[config.mk]
export PLATFORM = sky130hd
export DESIGN_NAME = uart_rx_fifo
export DESIGN_NICKNAME = d
export VERILOG_FILES = /design/src/rtl/uart_rx_fifo.sv
export SDC_FILE = /design/constraint.sdc
export NUM_CORES = 1
export LEC_CHECK = 0
export BUFFER_PORTS_ARGS = -buffer_cell sky130_fd_sc_hd__buf_2
export CORE_UTILIZATION = 48
export DETAILED_ROUTE_END_ITERATION = 8
export GPL_TIMING_DRIVEN = 0
export PLACE_DENSITY = 0.66
export SETUP_SLACK_MARGIN = 0.4
export SYNTH_ARGS = -nofsm -noshare
export SYNTH_HDL_FRONTEND = slang
export SYNTH_SLANG_ARGS = --single-unit
[constraint.sdc]
create_clock -name clk -period 3.1 [get_ports clk]
set_input_delay 0.775 -clock clk [delete_from_list [all_inputs] [get_ports clk]]
set_output_delay 0.775 -clock clk [all_outputs]
set_load 0.02 [all_outputs]
[src/rtl/uart_rx_fifo.sv]
// UART receiver with a show-ahead receive FIFO and sticky overrun flag.
// Optional line-break detection is built when UART_RX_BREAK_DET_EN is defined.
module uart_rx_fifo #(
    parameter int unsigned DATA_BITS   = 8,
    parameter int unsigned OVERSAMPLE  = 16,
    parameter int unsigned STOP_BITS   = 1,
    parameter int unsigned FIFO_DEPTH  = 16,
    parameter int unsigned SYNC_STAGES = 2
) (
    input  logic                          clk,
    input  logic                          reset_n,
    input  logic                          oversample_tick,
    input  logic                          rx,
    input  logic                          parity_en,
    input  logic                          parity_odd,
    output logic                          rx_valid,
    input  logic                          rx_ready,
    output logic [DATA_BITS-1:0]          rx_data,
    output logic                          parity_err,
    output logic                          frame_err,
    output logic                          overrun_err,
    input  logic                          overrun_clr,
    output logic [$clog2(FIFO_DEPTH):0]   fifo_count,
    output logic                          break_det
);
    localparam int unsigned PTR_W  = $clog2(FIFO_DEPTH);
    localparam int unsigned CNT_W  = PTR_W + 1;
    localparam int unsigned TICK_W = $clog2(OVERSAMPLE);
    localparam int unsigned BIT_W  = $clog2(DATA_BITS + 1);
    localparam int unsigned ENT_W  = DATA_BITS + 2;

    typedef enum logic [2:0] {S_IDLE, S_START, S_DATA, S_PARITY, S_STOP, S_HOLD} state_t;
    state_t state_q, state_n;

    logic [SYNC_STAGES-1:0] sync_q;
    logic                   rx_s, rx_d;
    logic [TICK_W-1:0]      tick_cnt;
    logic [BIT_W-1:0]       bit_cnt;
    logic                   stop_cnt;
    logic [DATA_BITS-1:0]   shift_q;
    logic                   par_en_q, par_odd_q, par_err_q, frm_err_q;
    logic                   fall_c, half_c, samp_c, last_stop_c, push_c, frm_fin_c;
`ifdef UART_RX_BREAK_DET_EN
    logic                   brk_low_q, brk_c, is_brk_c, break_q;
`endif

    // Input synchroniser; presets high so reset does not look like a start edge.
    always_ff @(posedge clk or negedge reset_n) begin
        if (!reset_n) begin
            sync_q <= '1;
            rx_d   <= 1'b1;
        end else begin
            sync_q <= {sync_q[SYNC_STAGES-2:0], rx};
            rx_d   <= rx_s;
        end
    end
    assign rx_s        = sync_q[SYNC_STAGES-1];
    assign fall_c      = rx_d & ~rx_s;
    assign half_c      = oversample_tick && (tick_cnt == TICK_W'(OVERSAMPLE/2 - 1));
    assign samp_c      = oversample_tick && (tick_cnt == TICK_W'(OVERSAMPLE - 1));
    assign last_stop_c = (state_q == S_STOP) && samp_c && (stop_cnt == 1'(STOP_BITS - 1));

    always_ff @(posedge clk or negedge reset_n) begin
        if (!reset_n) state_q <= S_IDLE;
        else          state_q <= state_n;
    end

    always_comb begin : next_state
        state_n = state_q;
        case (state_q)
            S_IDLE:   if (fall_c) state_n = S_START;
            S_START:  if (half_c) state_n = rx_s ? S_IDLE : S_DATA;
            S_DATA:   if (samp_c && (bit_cnt == BIT_W'(DATA_BITS - 1)))
                          state_n = par_en_q ? S_PARITY : S_STOP;
            S_PARITY: if (samp_c) state_n = S_STOP;
            S_STOP:   if (last_stop_c) begin
`ifdef UART_RX_BREAK_DET_EN
                          state_n = brk_c ? S_HOLD : S_IDLE;
`else
                          state_n = S_IDLE;
`endif
                      end
            S_HOLD:   if (samp_c && rx_s) state_n = S_IDLE;
            default:  state_n = S_IDLE;
        endcase
    end

    always_comb begin : outputs
        frm_fin_c = frm_err_q | ~rx_s;
`ifdef UART_RX_BREAK_DET_EN
        // Break: all-zero payload and the first stop bit low.
        is_brk_c = (shift_q == '0) && ((stop_cnt == 1'b0) ? ~rx_s : brk_low_q);
        push_c   = last_stop_c && !is_brk_c;
        brk_c    = last_stop_c && is_brk_c;
`else
        push_c   = last_stop_c;
`endif
    end

    always_ff @(posedge clk or negedge reset_n) begin
        if (!reset_n) begin
            tick_cnt  <= '0;
            bit_cnt   <= '0;
            stop_cnt  <= 1'b0;
            shift_q   <= '0;
            par_en_q  <= 1'b0;
            par_odd_q <= 1'b0;
            par_err_q <= 1'b0;
            frm_err_q <= 1'b0;
`ifdef UART_RX_BREAK_DET_EN
            brk_low_q <= 1'b0;
`endif
        end else begin
            case (state_q)
                S_IDLE: begin
                    tick_cnt <= '0;
                    if (fall_c) begin
                        par_en_q  <= parity_en;
                        par_odd_q <= parity_odd;
                        bit_cnt   <= '0;
                        stop_cnt  <= 1'b0;
                        par_err_q <= 1'b0;
                        frm_err_q <= 1'b0;
                    end
                end
                S_START: if (oversample_tick) tick_cnt <= half_c ? '0 : tick_cnt + TICK_W'(1);
                S_DATA: if (oversample_tick) begin
                    tick_cnt <= tick_cnt + TICK_W'(1);
                    if (samp_c) begin
                        shift_q <= {rx_s, shift_q[DATA_BITS-1:1]};
                        bit_cnt <= bit_cnt + BIT_W'(1);
                    end
                end
                S_PARITY: if (oversample_tick) begin
                    tick_cnt <= tick_cnt + TICK_W'(1);
                    if (samp_c) par_err_q <= ((^shift_q) ^ rx_s) != par_odd_q;
                end
                S_STOP: if (oversample_tick) begin
                    tick_cnt <= tick_cnt + TICK_W'(1);
                    if (samp_c) begin
                        stop_cnt <= stop_cnt + 1'b1;
                        if (!rx_s) frm_err_q <= 1'b1;
`ifdef UART_RX_BREAK_DET_EN
                        if (stop_cnt == 1'b0) brk_low_q <= ~rx_s;
`endif
                    end
                end
                // Re-arm only after a full bit period of continuous high line.
                S_HOLD: if (oversample_tick) tick_cnt <= rx_s ? tick_cnt + TICK_W'(1) : '0;
                default: tick_cnt <= '0;
            endcase
        end
    end

    logic [ENT_W-1:0] mem [FIFO_DEPTH];
    logic [ENT_W-1:0] entry_c, head_q, head_n;
    logic [PTR_W-1:0] wr_ptr, rd_ptr, rd_ptr_n;
    logic [CNT_W-1:0] count_q, count_n;
    logic             valid_q, full_c, pop_c, wr_c, ovr_c, ovr_q;

    assign entry_c = {shift_q, par_err_q, frm_fin_c};
    assign full_c  = (count_q == CNT_W'(FIFO_DEPTH));
    assign pop_c   = valid_q && rx_ready;
    assign wr_c    = push_c && (!full_c || pop_c);
    assign ovr_c   = push_c && full_c && !pop_c;

    // Registered head entry tracks the post-update read pointer.
    always_comb begin : fifo_next
        rd_ptr_n = pop_c ? rd_ptr + PTR_W'(1) : rd_ptr;
        count_n  = count_q;
        if (wr_c && !pop_c)      count_n = count_q + CNT_W'(1);
        else if (!wr_c && pop_c) count_n = count_q - CNT_W'(1);
        if (count_n == '0)                     head_n = '0;
        else if (wr_c && (wr_ptr == rd_ptr_n)) head_n = entry_c;
        else                                   head_n = mem[rd_ptr_n];
    end

    always_ff @(posedge clk) begin
        if (wr_c) mem[wr_ptr] <= entry_c;
    end

    always_ff @(posedge clk or negedge reset_n) begin
        if (!reset_n) begin
            wr_ptr  <= '0;
            rd_ptr  <= '0;
            count_q <= '0;
            valid_q <= 1'b0;
            head_q  <= '0;
            ovr_q   <= 1'b0;
        end else begin
            if (wr_c) wr_ptr <= wr_ptr + PTR_W'(1);
            rd_ptr  <= rd_ptr_n;
            count_q <= count_n;
            valid_q <= (count_n != '0);
            head_q  <= head_n;
            if (ovr_c)            ovr_q <= 1'b1;
            else if (overrun_clr) ovr_q <= 1'b0;
        end
    end

`ifdef UART_RX_BREAK_DET_EN
    always_ff @(posedge clk or negedge reset_n) begin
        if (!reset_n) break_q <= 1'b0;
        else          break_q <= brk_c;
    end
    assign break_det = break_q;
`else
    assign break_det = 1'b0;
`endif

    assign rx_valid    = valid_q;
    assign rx_data     = head_q[ENT_W-1:2];
    assign parity_err  = head_q[1];
    assign frame_err   = head_q[0];
    assign overrun_err = ovr_q;
    assign fifo_count  = count_q;
endmodule

* Word-level counts from Yosys, hierarchy flattened
Memories as Yosys holds them, arrays and structs flattened.
Cells that the tools add are included.
** Operators by class
- Add/sub/neg operators :: 7
- Equal/unequal tests :: 26
- Multiplexer cells :: 39
- Bitwise operators :: 5
- Reductions and logical operators :: 34
** Operators by type and width (count)
- 2-to-1 mux 4 bit :: 9
- != test 2 bit, second input constant :: 14
- 2-to-1 mux 3 bit :: 7
- 2-to-1 mux 10 bit :: 2
- one-hot mux 3 bit (6 select lines) :: 1
- adder 4 x 1 -> 4 bit, second input constant :: 4
- logical AND 1 bit :: 13
- 2-to-1 mux 1 bit :: 12
- one-hot mux 4 bit (3 select lines) :: 1
- AND reduction 4 bit :: 3
- 2-to-1 mux 5 bit :: 2
- == test 4 x 3 -> 1 bit, second input constant :: 2
- one-hot mux 4 bit (2 select lines) :: 1
- nonzero test 2 bit :: 4
- parity 8 bit :: 1
- == test 3 x 2 -> 1 bit, second input constant :: 2
- == test 3 bit, second input constant :: 2
- one-hot mux 1 bit (2 select lines) :: 3
- AND reduction 3 bit :: 2
- AND reduction 6 bit :: 1
- adder 5 x 1 -> 5 bit, second input constant :: 1
- == test 5 bit, second input constant :: 1
- logical NOT 5 bit :: 1
- AND reduction 5 bit :: 1
- 18 further kinds :: 21
** Storage, ports and cells
- Flip-flop bits (word level) :: 52
- Bits in writable memories :: 160
- Output and inout bits :: 18
- Logic and storage cells :: 129
- Memories :: 1
** Memory list
- mem :: words 16, bits a word 10, read ports 1, clocked after memory_dff 0, write ports 1, line 155 : logic [ENT_W-1:0] mem [FIFO_DEPTH];

* Depth between registers and ports, before layout
Gate-level depths: netlist of the first run.
- Depth after elaboration :: 11
- Depth in mapped cells :: 10

* Worst setup path before layout of the first run
OpenSTA, ideal clock, no wires.
- Path type :: input to register
- From :: input rx_ready
- To :: memory mem[3][0] in the netlist's numbering (enable)
- Data arrival time :: 2.474 ns
- Required time :: 2.710 ns
- Setup slack :: 0.237 ns
- Cell stages on the path :: 5
- Path buffers :: 1
- Cell sequence :: buf_2 nand2_2 a2111oi_4 nand2_1 nor3_1
** Between the ends
- Longest elaborated chain between the ends :: 5
** RTL lines
- start, declared :: line 17 : input logic rx_ready,
- logical AND 1 bit :: line 163 : assign pop_c = valid_q && rx_ready;
- logical OR 1 bit :: line 164 : assign wr_c = push_c && (!full_c || pop_c);
- logical AND 1 bit :: line 164
- 2-to-1 mux 1 bit :: line 179 : if (wr_c) mem[wr_ptr] <= entry_c;
- 2-to-1 mux 1 bit (not written as such) :: line 179
- end, declared :: line 155
Every way passes these cells.

* Worst setup path after layout of the first run
- From :: register count_q[0], in the netlist fifo_count[0]
- To :: register head_q[3]
** Between the ends
- Longest elaborated chain between the ends :: 10
** RTL lines
- start, declared :: line 158 : logic [CNT_W-1:0] count_q, count_n;
- start signal, assigned :: line 193 : count_q <= count_n;
- == test 5 bit :: line 162 : assign full_c = (count_q == CNT_W'(FIFO_DEPTH));
- logical NOT 1 bit :: line 164
- logical OR 1 bit :: line 164
- logical AND 1 bit :: line 164
- logical NOT 1 bit :: line 172 : else if (!wr_c && pop_c) count_n = count_q - CNT_W'(1);
- logical AND 1 bit :: line 172
- 2-to-1 mux 5 bit :: line 172
- 2-to-1 mux 5 bit (*) :: line 171 : if (wr_c && !pop_c) count_n = count_q + CNT_W'(1);
- net count_n[1] :: line 158
- logical NOT 5 bit (*) :: line 173 : if (count_n == '0) head_n = '0;
- 2-to-1 mux 10 bit (*) :: line 173
- net head_n[3] :: line 156 : logic [ENT_W-1:0] entry_c, head_q, head_n;
- end signal, assigned :: line 195 : head_q <= head_n;
- end, declared :: line 156
Mark *: on every way through the listed nets, which the timed path passes. The rest lies on a longest branch.
A chain may end at the register's enable or synchronous reset.

==> results.sh, run 1 <==
export IMPL_die_area_um2=22500
export IMPL_cts_sinks=212
export IMPL_fp_dieH_um=150
export IMPL_cts_max_path_buffers=3
export IMPL_synthTopCellsByCount="edfxtp_1, dfrtp_1, mux2_2, mux2i_1, nor2_1"
export IMPL_hpwl_mm=17.4
export IMPL_vias=7340
export IMPL_fmax_mhz=379
export IMPL_synthXorXnorAreaFrac=0.0263
export IMPL_seq_area_frac_synth=0.582
export IMPL_design_area_um2=12300
export IMPL_via_per_inst=6.23
export IMPL_final_max_slew_viol_count=0
export IMPL_synth_most_common_cell="edfxtp_1"
export IMPL_grt_antenna_before_repair=0
export IMPL_worst_path_buf_inv=2
export IMPL_dr_pass1_iters=7
export IMPL_grt_overflow_total=0
export IMPL_cts_tree="done"
export IMPL_multi_input_area_um2=4300
export IMPL_p_leak_nw=4.39
export IMPL_synth_seq_cells=212
export IMPL_status="finished clean"
export IMPL_synth_area_per_cell_um2=12.9
export IMPL_endpoint_kind="flop"
export IMPL_synth_mux_area_frac=0.117
export IMPL_grt_util_all_layers=0.247
export IMPL_period_minus_slack_ns=2.64
export IMPL_pwr_density_cell_nw_per_um2=920
export IMPL_fin_crit_sh=0.851
export IMPL_cp_start_kind="flop"
export IMPL_place_congestion=0.836
export IMPL_antenna_cells=0
export IMPL_critPathTopFamily="simple AND/OR/NAND/NOR gates"
export IMPL_slew_headroom=0.402
export IMPL_slowest_stage="or4bb_1"
export IMPL_finalNetCount=903
export IMPL_grt_setup_unrepaired="yes"
export IMPL_finalHoldViolCount=0
export IMPL_holdBufCountCts=0
export IMPL_wl_met1_mm=11.9
export IMPL_ant_nets=0
export IMPL_synth_fa_ha_area_frac=0.0107
export IMPL_synth_cell_type_count=73
export IMPL_ys_warn_count=0
export IMPL_power_total_mw=11.4
export IMPL_final_core_util=0.581
export IMPL_drive_gt1_frac=0.256
export IMPL_netlist_area_um2=10500
export IMPL_highest_layer="met4"
export IMPL_core_area_um2=21200
export IMPL_die_x_um=150
export IMPL_critPathKind="reg -> reg"
export IMPL_nFillCells=1712
export IMPL_setup_violations=0
export IMPL_ys_flop_type="edfxtp_1"
export IMPL_synth_compound_area_frac=0.123
export IMPL_yosys_top_cells_area="edfxtp_1, dfrtp_1, mux2_2"
export IMPL_worst_pin_slew_ns=0.897
export IMPL_synth_top_family_by_area="compound AO/OA/AOI/OAI gates"
export IMPL_cts_root_buffer="clkbuf_16"
export IMPL_wl_met2_mm=12.8
export IMPL_hold_class="in -> async"
export IMPL_synth_async_reset_ratio=0.245
export IMPL_synth_top_cell_by_area="edfxtp_1"
export IMPL_cap_violations=0
export IMPL_drc=0
export IMPL_cp_max_fo=5
export IMPL_vdd_ir_drop_max_mv=0.557
export IMPL_ctsHtreeMaxLevel=1
export IMPL_drt_wl_total_mm=27.3
export IMPL_synth_enable_flop_cells=160
export IMPL_worst_path_largest_cell_delay_ns=0.55
export IMPL_clock_latency_ns=0.51
export IMPL_row_count=53
export IMPL_placed_cell_area_um2=11000
export IMPL_seq_area_um2=6110
export IMPL_syn_to_final_growth_pct=17.5
export IMPL_cp_required_ns=3.47
export IMPL_cp_arrival_ns=3.01
export IMPL_clkTransAtPathRegs_ns=0.06
export IMPL_fin_skew_ns=0.0110
export IMPL_path_cells="inv_1 -> ha_1 -> or4bb_1 -> nand4_1 -> mux2_2 -> o21ai_1 -> nor4_4 -> buf_6 -> a311oi_2"
export IMPL_wire_per_inst_um=23.1
export IMPL_dr_wl_met3_mm=1.87
export IMPL_start_util=0.495
export IMPL_netlist_area_leader_share=0.458
export IMPL_grt_pass1_wl_mm=41.2
export IMPL_cts_buffers=24
export IMPL_syn_nets=829
export IMPL_synth_simple_gate_area_frac=0.111
export IMPL_grt_pass1_vias=7115
export IMPL_io_buffers=23
export IMPL_netlist_instances=812
export IMPL_drtIter0Drc=605
export IMPL_io_pins=26
export IMPL_grt_max_degree=53
## through the flow
stage	hold slack, ns	TNS [ns]	std cells	setup WS [ns]
finish	0.310	0	1179	0.462
global route	0.338	0	1179	0.342
CTS	0.343	0	1172	0.323
detailed placement	0.347	-60.92	1110	-0.528
global placement	0.346	-48.31	1110	-0.393
floorplan	0.345	0	812	0.490
## cell type report
class | count | share of cell area
flip-flops and latches | 212 | 0.495
clock inverters | 10 | 0.00822
plain buffers | 56 | 0.0249
repair buffers | 48 | 0.0382
inverters | 12 | 0.00365
well taps | 275 | 0.0279
multi-input cells | 532 | 0.348
clock buffers | 34 | 0.0535
## final timing paths
check / startpoint / to / slack [ns] / cells after the start
setup / recovery: fifo_count[0]$_DFF_PN0_ / head_q[3]$_DFF_PN0_ / 0.46 / 9
min in group clk: sync_q[0]$_DFF_PN1_ / sync_q[1]$_DFF_PN1_ / 0.35 / 0
hold / removal: reset_n / tick_cnt[0]$_DFFE_PN0P_ / 0.31 / 1
setup reg to reg: fifo_count[0]$_DFF_PN0_ / head_q[3]$_DFF_PN0_ / 0.46 / 9
hold reg to reg: sync_q[0]$_DFF_PN1_ / sync_q[1]$_DFF_PN1_ / 0.35 / 0
max in group asynchronous: reset_n / head_q[8]$_DFF_PN0_ / 2.31 / 1
## repair_timing
item	CTS	global route
resized for setup	50	28
hold endpoints to repair	0	0
pin swaps	13	3
setup buffers	18	6
cloned	0	1
setup endpoints to repair	171	170
## where the power goes
group,internal (mW),switching (mW)
logic,2.20,2.89
registers,3.28,0.221
clock network,1.65,1.11
total,7.13,4.22
## cell families (layout without fill, tap and decap cells)
family | Yosys count | count (layout)
other | 1 | 1
adder cells (fa/ha/maj) | 9 | 9
AND/OR/NAND/NOR | 216 | 216
XOR/XNOR | 23 | 23
flip-flops | 212 | 212
multiplexers | 103 | 103
AO/OA/AOI/OAI | 180 | 180
buffers and inverters | 68 | 160
## routing by layer
layer / vias to the layer above / track usage
li1: 3315 / -
met1: 3691 / 0.342
met2: 275 / 0.390
met3: 59 / 0.0415
met4: 0 / 0.0960
met5: - / 0
## cell usage in the layout (no fill, tap or decap), types with 26 or more instances in the layout
| cell | synthesis | layout |
|---|---|---|
| o21ai_0 | 34 | 34 |
| o22ai_1 | 27 | 27 |
| a21oi_1 | 30 | 30 |
| nor2b_1 | 28 | 28 |
| clkbuf_1 | 25 | 26 |
| nor3_1 | 39 | 34 |
| mux2_2 | 49 | 49 |
| nand3_1 | 34 | 33 |
| edfxtp_1 | 160 | 160 |
| buf_2 | 18 | 34 |
| dfrtp_1 | 49 | 49 |
| nand2_1 | 29 | 28 |
| mux2i_1 | 43 | 43 |
| nor2_1 | 41 | 27 |
## sequential cells by signal (all words and copies together), names as in the netlist
signal       flops
head_q          10
shift_q          8
rx_d             1
tick_cnt         4
fifo_count       5
par_err_q        1
bit_cnt          4
wr_ptr           4
par_en_q         1
mem            160
frm_err_q        1
par_odd_q        1
sync_q           2
stop_cnt         1
state_q          3
rd_ptr           4
rx_valid         1
overrun_err      1
## worst reg2reg max path: cells and delay by family (launching register included)
family	cells	cell delay, ns
compound gates	2	0.17
buf+inv	2	0.37
simple gates	3	1.13
flops	1	0.42
mux	1	0.16
fa+ha+maj	1	0.23
(Power assumes the default switching activity.)
==> run 2: changes to the inputs <==
--- a/config.mk
+++ b/config.mk
@@ -5,11 +5,11 @@
 export SDC_FILE = /design/constraint.sdc
 export NUM_CORES = 1
 export LEC_CHECK = 0
-export BUFFER_PORTS_ARGS = -buffer_cell sky130_fd_sc_hd__buf_2
 export CORE_UTILIZATION = 48
 export DETAILED_ROUTE_END_ITERATION = 8
+export DONT_BUFFER_PORTS = 1
 export GPL_TIMING_DRIVEN = 0
-export PLACE_DENSITY = 0.66
+export PLACE_DENSITY = 0.65
 export SETUP_SLACK_MARGIN = 0.4
 export SYNTH_ARGS = -nofsm -noshare
 export SYNTH_HDL_FRONTEND = slang
==> run 2 against run 1 <==
Sequential cell count did not move. Register-to-register slack barely moved. Global-route usage rose by 1.5 points. Critical endpoint is now head_q[9]$_DFF_PN0_. Highest routed layer unchanged.
==> results.sh, run 2 (synthesized netlist as in run 1, its figures left out) <==
export IMPL_ant_nets=0
export IMPL_via_per_inst=6.45
export IMPL_clock_latency_ns=0.51
export IMPL_grt_pass1_wl_mm=43.7
export IMPL_setup_violations=0
export IMPL_power_total_mw=11.7
export IMPL_reg2reg_depth=10
export IMPL_start_util=0.495
export IMPL_hpwl_mm=18.2
export IMPL_io_pins=26
export IMPL_clkTransAtPathRegs_ns=0.06
export IMPL_io_buffers=0
export IMPL_vias=7500
export IMPL_critPathKind="reg -> reg"
export IMPL_pwr_density_cell_nw_per_um2=941
export IMPL_die_area_um2=22500
export IMPL_drtIter0Drc=675
export IMPL_cp_start_kind="flop"
export IMPL_status="finished clean"
export IMPL_layout_commonest_cell="edfxtp_1"
export IMPL_endpoint_kind="flop"
export IMPL_ctsHtreeMaxLevel=1
export IMPL_die_x_um=150
export IMPL_crit_start="fifo_count[1]$_DFF_PN0_"
export IMPL_grt_setup_unrepaired="no"
export IMPL_cp_required_ns=3.49
export IMPL_cp_endpoint="head_q[9]$_DFF_PN0_"
export IMPL_period_minus_slack_ns=2.64
export IMPL_finalNetCount=889
export IMPL_cts_tree="done"
export IMPL_dr_pass1_iters=5
export IMPL_place_congestion=0.874
export IMPL_largest_reg_flops=160
export IMPL_wire_per_inst_um=25.0
export IMPL_regMostFlops="mem"
export IMPL_fin_skew_ns=0.0128
export IMPL_slew_headroom=0.378
export IMPL_reg2reg_from="fifo_count[1]$_DFF_PN0_"
export IMPL_row_count=53
export IMPL_grt_pass1_vias=7587
export IMPL_final_core_util=0.588
export IMPL_worst_pin_slew_ns=0.933
export IMPL_cts_buffers=23
export IMPL_grt_max_degree=50
export IMPL_grt_util_all_layers=0.262
export IMPL_drt_wl_total_mm=29.1
export IMPL_cap_violations=0
export IMPL_drc=0
export IMPL_rr_endpoint="head_q[9]$_DFF_PN0_"
export IMPL_cp_arrival_ns=3.03
export IMPL_cts_max_path_buffers=3
export IMPL_cp_max_fo=4
export IMPL_finalHoldViolCount=0
export IMPL_syn_to_final_growth_pct=18.9
export IMPL_vdd_ir_drop_max_mv=0.500
export IMPL_core_area_um2=21200
export IMPL_antenna_cells=0
export IMPL_reg_top3="mem: 160 flops, head_q: 10 flops, shift_q: 8 flops"
export IMPL_cts_sinks=212
export IMPL_grt_overflow_total=0
export IMPL_grt_antenna_before_repair=0
export IMPL_fp_dieH_um=150
export IMPL_placed_cell_area_um2=10900
export IMPL_final_max_slew_viol_count=0
export IMPL_drive_gt1_frac=0.275
export IMPL_design_area_um2=12500
export IMPL_r2r_slack_ns=0.46
export IMPL_fin_crit_sh=0.851
export IMPL_cts_root_buffer="clkbuf_16"
export IMPL_final_cell_mix="edfxtp_1, mux2_2, dfrtp_1"
export IMPL_p_leak_nw=4.41
export IMPL_fmax_mhz=379
export IMPL_hold_class="in -> async"
[run 2: per-stage QoR]
step | std cells | worst slack (ns) | hold slack [ns] | TNS [ns]
6_report | 1163 | 0.461 | 0.106 | 0
5_1_grt | 1163 | 0.384 | 0.0852 | 0
4_1_cts | 1150 | 0.401 | 0.0870 | 0
3_5_place_dp | 1087 | -0.471 | 0.347 | -57.84
3_3_place_gp | 1087 | -0.370 | 0.346 | -42.58
2_1_floorplan | 812 | 0.490 | 0.345 | 0
[run 2: layout make-up]
| class | instances | area (um2) |
|---|---|---|
| Buffer | 56 | 315 |
| Clock buffer | 36 | 706 |
| Clock inverter | 5 | 76.3 |
| Fill cell | 1650 | 8740 |
| Inverter | 12 | 45.0 |
| Multi-Input combinational cell | 532 | 4410 |
| Sequential cell | 212 | 6110 |
| Tap cell | 275 | 344 |
| Timing Repair Buffer | 35 | 470 |
[run 2: where the power goes]
| part | internal [mW] | total [mW] | switching (mW) |
|---|---|---|---|
| Sequential | 3.29 | 3.68 | 0.388 |
| Combinational | 2.34 | 5.25 | 2.91 |
| Clock | 1.73 | 2.82 | 1.10 |
| Total | 7.35 | 11.7 | 4.40 |
[run 2: worst min path at each step]
stage	to	slack, ns	cells past startpoint
2_1_floorplan	sync_q[1]$_DFF_PN1_	0.35	0
3_3_place_gp	sync_q[1]$_DFF_PN1_	0.35	0
3_5_place_dp	sync_q[1]$_DFF_PN1_	0.35	0
4_1_cts	sync_q[0]$_DFF_PN1_	0.09	0
5_1_grt	sync_q[0]$_DFF_PN1_	0.09	0
6_report	sync_q[0]$_DFF_PN1_	0.11	0
[run 2: worst max-delay path, stage by stage (launching register included)]
cell      delay [ns]
dfrtp_2         0.47
inv_1           0.14
ha_2            0.21
or4bb_4         0.55
nand4_1         0.14
nand2_1         0.13
xnor2_2         0.25
nor4_4          0.07
buf_4           0.16
buf_4           0.14
a311oi_4        0.26
[run 2: per-layer routing]
| metal | track usage | up-vias | routed length [um] |
|---|---|---|---|
| met2 | 0.416 | 376 | 13800 |
| met5 | 0 | - | 0 |
| li1 | - | 3281 | - |
| met1 | 0.351 | 3752 | 11700 |
| met3 | 0.0424 | 91 | 2440 |
| met4 | 0.128 | 0 | 1150 |
[run 2: timing repair]
item / in CTS / in global routing
setup buffers: 21 / 12
endpoints found under the setup margin: 171 / 49
hold buffers: 1 / 0
gates cloned: 0 / 1
endpoints found under the hold margin: 49 / 0
gates resized for setup: 67 / 43
pin swaps: 17 / 9
